`src/rtl/trace_buffer_pkg.sv`:
```
// rtl/trace_buffer_pkg.sv - shared types and constants for the retirement trace buffer
// Purpose: commit-event kind encoding, the captured record layout and its width,
//          plus the byte-enable masking rule applied at capture.
// Ports:   none (package).
package trace_buffer_pkg;

   typedef enum logic [1:0] {
      TRACE_REG   = 2'd0,
      TRACE_CSR   = 2'd1,
      TRACE_STORE = 2'd2
   } trace_kind_t;

   // Encoding 3 is reserved on the commit bus and is never captured.
   localparam logic [1:0] KIND_RESERVED = 2'd3;

   typedef struct packed {
      logic [31:0] cycle;
      trace_kind_t kind;
      logic [31:0] pc;
      logic [31:0] addr;
      logic [3:0]  strb;
      logic [31:0] data;
   } trace_rec_t;

   localparam int REC_W = $bits(trace_rec_t);

   // Only stores carry meaningful byte enables; other kinds record zero.
   function automatic logic [3:0] mask_strb(input logic [1:0] kind, input logic [3:0] strb);
      return (kind == TRACE_STORE) ? strb : 4'h0;
   endfunction

endpackage

```
`src/rtl/trace_buffer_fifo.sv`:
```
// rtl/trace_buffer_fifo.sv - generic first-word-fall-through FIFO
// Purpose: stores records between capture and the drain stream; the head entry
//          is visible on rdata without a read strobe.
// Ports:   clock, reset (async active-low), clear (sync empty), push/wdata,
//          pop, rdata (zero while empty), full, empty, level (occupancy).
module trace_fifo #(
   parameter int data_width = 8,
   parameter int depth      = 16,
   localparam int aw        = $clog2(depth)
) (
   input  logic                  clock,
   input  logic                  reset,
   input  logic                  clear,
   input  logic                  push,
   input  logic                  pop,
   input  logic [data_width-1:0] wdata,
   output logic [data_width-1:0] rdata,
   output logic                  full,
   output logic                  empty,
   output logic [aw:0]           level
);

   localparam logic [aw:0] PTR_ONE = 1;

   logic [aw:0]           wr_ptr_q, wr_ptr_d;
   logic [aw:0]           rd_ptr_q, rd_ptr_d;
   logic [data_width-1:0] mem_q [depth];
   logic [data_width-1:0] mem_d [depth];
   logic                  pop_ok;
   logic                  push_ok;

   // Pointers carry one extra wrap bit so full and empty are distinguishable.
   assign empty = (wr_ptr_q == rd_ptr_q);
   assign full  = (wr_ptr_q[aw] != rd_ptr_q[aw]) &&
                  (wr_ptr_q[aw-1:0] == rd_ptr_q[aw-1:0]);
   assign level = wr_ptr_q - rd_ptr_q;
   assign rdata = empty ? '0 : mem_q[rd_ptr_q[aw-1:0]];

   // A pop in the same cycle frees the slot, so a push into a full FIFO is legal then.
   assign pop_ok  = pop & ~empty;
   assign push_ok = push & (~full | pop_ok);

   always_comb begin
      wr_ptr_d = wr_ptr_q;
      rd_ptr_d = rd_ptr_q;
      mem_d    = mem_q;
      if (clear) begin
         wr_ptr_d = '0;
         rd_ptr_d = '0;
      end else begin
         if (push_ok) begin
            mem_d[wr_ptr_q[aw-1:0]] = wdata;
            wr_ptr_d                = wr_ptr_q + PTR_ONE;
         end
         if (pop_ok) begin
            rd_ptr_d = rd_ptr_q + PTR_ONE;
         end
      end
   end

   always_ff @(posedge clock or negedge reset) begin
      if (!reset) begin
         wr_ptr_q <= '0;
         rd_ptr_q <= '0;
      end else begin
         wr_ptr_q <= wr_ptr_d;
         rd_ptr_q <= rd_ptr_d;
      end
   end

   // Storage needs no reset: rdata is forced to zero whenever the FIFO is empty.
   always_ff @(posedge clock) begin
      mem_q <= mem_d;
   end

endmodule

```
`src/rtl/trace_buffer.sv`:
```
// rtl/trace_buffer.sv - retirement-trace capture, timestamp and drain stage
// Purpose: timestamps commit events (reg/CSR writes, stores), buffers them in a
//          FWFT FIFO and drains them over a valid/ready stream; counts drops.
// Ports:   clock, reset (async active-low), enable, flush, in_valid/in_kind/
//          in_pc/in_addr/in_strb/in_data (commit event), out_valid/out_ready/
//          out_record (drain stream), level, overflow (sticky), drop_count.
module trace_buffer
   import trace_buffer_pkg::*;
#(
   parameter int depth     = 16,
   parameter int cnt_width = 16
) (
   input  logic                     clock,
   input  logic                     reset,
   input  logic                     enable,
   input  logic                     flush,
   input  logic                     in_valid,
   input  logic [1:0]               in_kind,
   input  logic [31:0]              in_pc,
   input  logic [31:0]              in_addr,
   input  logic [3:0]               in_strb,
   input  logic [31:0]              in_data,
   output logic                     out_valid,
   input  logic                     out_ready,
   output logic [REC_W-1:0]         out_record,
   output logic [$clog2(depth):0]   level,
   output logic                     overflow,
   output logic [cnt_width-1:0]     drop_count
);

   localparam logic [cnt_width-1:0] CNT_ONE = 1;

   logic [31:0]          cycle_q, cycle_d;
   logic                 overflow_q, overflow_d;
   logic [cnt_width-1:0] drop_count_q, drop_count_d;

   logic       cap;
   logic       pop;
   logic       push;
   logic       drop;
   logic       fifo_full;
   logic       fifo_empty;
   trace_rec_t rec_in;

   assign cap  = enable & in_valid & (in_kind != KIND_RESERVED);
   assign pop  = out_valid & out_ready;
   assign push = cap & (~fifo_full | pop);
   assign drop = cap & fifo_full & ~pop;

   always_comb begin
      rec_in.cycle = cycle_q;
      rec_in.kind  = trace_kind_t'(in_kind);
      rec_in.pc    = in_pc;
      rec_in.addr  = in_addr;
      rec_in.strb  = mask_strb(in_kind, in_strb);
      rec_in.data  = in_data;
   end

   // Flush wins over any same-cycle push/pop: the event is discarded, not counted.
   trace_fifo #(
      .data_width (REC_W),
      .depth      (depth)
   ) u_fifo (
      .clock (clock),
      .reset (reset),
      .clear (flush),
      .push  (push & ~flush),
      .pop   (pop & ~flush),
      .wdata (rec_in),
      .rdata (out_record),
      .full  (fifo_full),
      .empty (fifo_empty),
      .level (level)
   );

   assign out_valid  = ~fifo_empty;
   assign overflow   = overflow_q;
   assign drop_count = drop_count_q;

   always_comb begin
      // The timestamp free-runs and wraps; flush deliberately leaves it alone.
      cycle_d      = cycle_q + 32'd1;
      overflow_d   = overflow_q;
      drop_count_d = drop_count_q;
      if (flush) begin
         overflow_d   = 1'b0;
         drop_count_d = '0;
      end else if (drop) begin
         overflow_d = 1'b1;
         if (drop_count_q != '1) begin
            drop_count_d = drop_count_q + CNT_ONE;
         end
      end
   end

   always_ff @(posedge clock or negedge reset) begin
      if (!reset) begin
         cycle_q      <= '0;
         overflow_q   <= 1'b0;
         drop_count_q <= '0;
      end else begin
         cycle_q      <= cycle_d;
         overflow_q   <= overflow_d;
         drop_count_q <= drop_count_d;
      end
   end

endmodule

```
`config.mk`:
```
export PLATFORM = sky130hd
export DESIGN_NAME = trace_buffer
export DESIGN_NICKNAME = d
export VERILOG_FILES = /design/src/rtl/trace_buffer_pkg.sv /design/src/rtl/trace_buffer_fifo.sv /design/src/rtl/trace_buffer.sv
export SDC_FILE = /design/constraint.sdc
export NUM_CORES = 2
export LEC_CHECK = 0
export BUFFER_PORTS_ARGS = -buffer_cell sky130_fd_sc_hd__buf_2
export CELL_PAD_IN_SITES_DETAIL_PLACEMENT = 1
export CELL_PAD_IN_SITES_GLOBAL_PLACEMENT = 1
export CORE_AREA = 3 3 395 397
export CTS_CLUSTER_SIZE = 10
export DETAILED_ROUTE_END_ITERATION = 7
export DIE_AREA = 0 0 398 400
export HOLD_SLACK_MARGIN = 0.06
export PLACE_DENSITY = 0.77
export SLEW_MARGIN = 10
export SYNTH_ARGS = -nofsm -noshare
export SYNTH_HDL_FRONTEND = slang
export SYNTH_SLANG_ARGS = --single-unit
```
`constraint.sdc`:
```
create_clock -name clock -period 16.77 [get_ports clock]
set_clock_uncertainty 0.1 [all_clocks]
set_input_delay 1.677 -clock clock [delete_from_list [all_inputs] [get_ports clock]]
set_output_delay 1.677 -clock clock [all_outputs]
set_load 0.005 [all_outputs]
```
==> impl_results.md <==
- CTS root buf: clkbuf_16
- Dominant synthesized flop cell: edfxtp_1
- Synth Instances: 3577
- Worst Setup SP: u_fifo.rd_ptr_q[1]
- Final #Nets: 4085
- First-pass iteration count of the detailed router: 7
- CP startpoint kind: flip-flop
- H-tree depth: 4
- Met1 usage: 36.8%
- RSZ-0062 raised after global routing: false
- Reg2reg end: u_fifo.mem_q[1488]
- Number of global-route vias before repair: 42803
- Slowest-stage cell, CP: buf_4
- Hold Fails Final Rpt: 0
- Crit path largest cell delay: 1.00 ns
- Met3 usage: 5.85%
- Clock Latency Late Sink: 0.85 ns
- Status: finished clean
- Drt wl/cell: 33.8 um
- Hold path startpoint: overflow
- M2 GR Usage: 41.8%
- Gr busiest metal: met2
- DPL Wire Length: 102 mm
- Post-synth top area share: 76.8%
- Fraction of layout cells with a size suffix above 1: 28.3%
- PostCTS Resize Cnt: 0
- Syn Nets: 3697
- TritonCTS clock tree: built
- Reg-to-reg startpoint: u_fifo.rd_ptr_q[3]
- 1st-iter DRT viols: 4483
- Static Leak: 30.7 nW
- Most frequent cells in the layout: edfxtp_1 (2144), mux4_2 (536), mux2i_1 (269), buf_2 (263), clkbuf_16 (241)
- Async S/R FF share, synth: 2.68%
- CTS sink cnt: 2203
- Min-Delay Path Class: reg2reg
- Area leader, netlist: edfxtp_1
- Clock slew seen by the registers of the worst setup and hold paths: 0.06 ns
- Die Y: 400 um
- Seq cells post-synth: 2203
- Hold_buf cts: 0
- Gpl congestion: 0.720
- Total power: 11.6 mW
- Total gr overflow: 0
- Routed vias/inst: 6.54
- Tmin final: 8.50 ns
- PwrDens: 123 nW/um^2
- Most Frequent Cell on Critical Path: buf_4
- Core ar.: 152000 um^2
- Max Freq: 118 MHz
- Top Ports: 265
- Rows: 143
- Max-Cap Viols: 0
- Crit-path cells: buf_4 -> buf_4 -> buf_4 -> buf_4 -> mux4_2 -> mux2i_1 -> o22ai_1 -> buf_2
- Critical path required time: 14.99 ns
- Die W: 398 um
- CP top delay family: buffers and inverters
- Worst VDD drop: 0.000104 V
- Residual DRC count: 0
- Min-Delay Endpoint: overflow
- Initial Util: 55.1%
- Netlist Area Pre-Place: 83800 um^2
- IO buf count: 264
- First-pass GRT wire length: 298 mm
- Initial antenna violation count: 29
- Final setup fails: 0
- Wirelength, routed: 206 mm
- R2R cell count: 9
- Seq/Total Area, Yosys: 78.5%
- Yosys warnings: 0
- Number of synthesized flops with an enable pin: 2144
- DR vias: 39871
- Crit share post-route: 50.7%
- Clock Path Buffers: 3
- Die area: 159000 um^2
- CP Buf/Inv Count: 5
- Post-synth cell types: 39
- CTS Buf Count: 240
- Synth top area cells: edfxtp_1 (77%), mux4_2 (14%), mux2i_1 (3.2%), dfrtp_1 (1.8%), o22ai_1 (1.0%)
- Slew Limit Fails: 0
- Pin count of the biggest net entering global routing: 113
- Post-Place Worst Slack: 9.01 ns
- Slew headroom: 21.2%
- Post-route setup slack: 8.27 ns
- Tightest Pin Transition: 1.18 ns
- Total negative slack: 0 ns
- Crit end category: output port
- Setup Fix Bufs, Post-CTS: 0
- P&R area growth vs syn: 12.4%
- WS Path Type: reg2out
- Hold Path Depth: 2
- Fillers: 12203
- Avg Cell Area, Syn: 23.4 um^2
- Most common cell after layout, fill and taps aside: edfxtp_1
- Antenna viol nets, final: 0
- CP arrival: 6.73 ns
- CP max FO: 76
- FF-to-FF setup slack: 11.29 ns
- Aggregate global-route resource usage: 26.2%
==> how the worst max path moves through the flow <==
stage	endpoint	depth (start not counted)
after floorplan	u_fifo.mem_q[1340]	9
after global placement	out_record[6]	8
after detailed placement	out_record[6]	8
after CTS	out_record[17]	8
after global routing	out_record[6]	8
final	out_record[128]	8
==> synthesized netlist by cell type, types with 8 or more instances <==
library cell / instances
nor2_1: 26
buf_1: 44
o21ai_0: 8
ha_1: 11
buf_2: 72
edfxtp_1: 2144
xnor2_1: 32
mux4_2: 536
or3_1: 8
nand2_1: 20
xor2_1: 9
a21oi_1: 19
dfrtp_1: 59
inv_1: 15
clkbuf_1: 66
o22ai_1: 134
mux2i_1: 269
and3_1: 21
nand3_1: 31
nand4_1: 12
==> per-layer routing <==
| metal | up-vias | part of all wire (%) |
|---|---|---|
| li1 | 15994 | - |
| met1 | 21675 | 40 |
| met2 | 1879 | 50 |
| met3 | 315 | 8.1 |
| met4 | 8 | 2.3 |
| met5 | - | 0.025 |
==> tightest hold or removal path, delay by kind of cell (launching register included) <==
kind               cells  cell delay [ns]
AOI/OAI and AO/OA      1             0.05
DFF                    1             0.37
and+or+nand+nor        1             0.08
==> registers in the layout, summed over array words and instances (netlist names) <==
name             flops
u_fifo.mem_q      2144
drop_count          16
overflow             1
cycle_q             32
u_fifo.rd_ptr_q      5
u_fifo.wr_ptr_q      5
==> final cells by class <==
type | count | area [um^2] | area share [%]
diodes | 14 | 35.0 | 0.0372
multi-input cells | 1176 | 17300 | 18.3
repair buffers | 328 | 1900 | 2.02
clock buffers | 316 | 6320 | 6.71
clock inverters | 17 | 258 | 0.273
well taps | 2030 | 2540 | 2.69
flip-flops and latches | 2203 | 65900 | 69.9
inverters | 16 | 67.6 | 0.0717
==> cell families (layout without fill, tap and decap cells) <==
family          after synthesis  after routing  share of synthesized area [%]
xor+xnor                     41             41                          0.428
simple gates                145            145                          0.934
compound gates              171            171                           1.27
mux                         807            807                           17.6
buf+inv                     198            677                          0.994
other cells                   0             14                              0
flops                      2203           2203                           78.5
fa+ha+maj                    12             12                          0.188
==> per-stage QoR <==
stage / cell area (um^2) / hold WS [ns] / util (%) / cells
finish: 94200 / 0.441 / 61.9 / 6100
global route: 94200 / 0.480 / 61.9 / 6089
CTS: 94200 / 0.446 / 61.9 / 6086
detailed placement: 87600 / 0.426 / 57.6 / 5753
global placement: 87600 / 0.404 / 57.6 / 5753
floorplan: 83800 / 0.386 / - / 3577
==> where the power goes <==
group	internal [mW]	leakage (nW)	switching (mW)
registers	6.03	19.8	0.0175
logic	0.431	7.73	0.531
clock network	2.59	3.18	1.99
total	9.05	30.7	2.54
(Power assumes the default switching activity.)
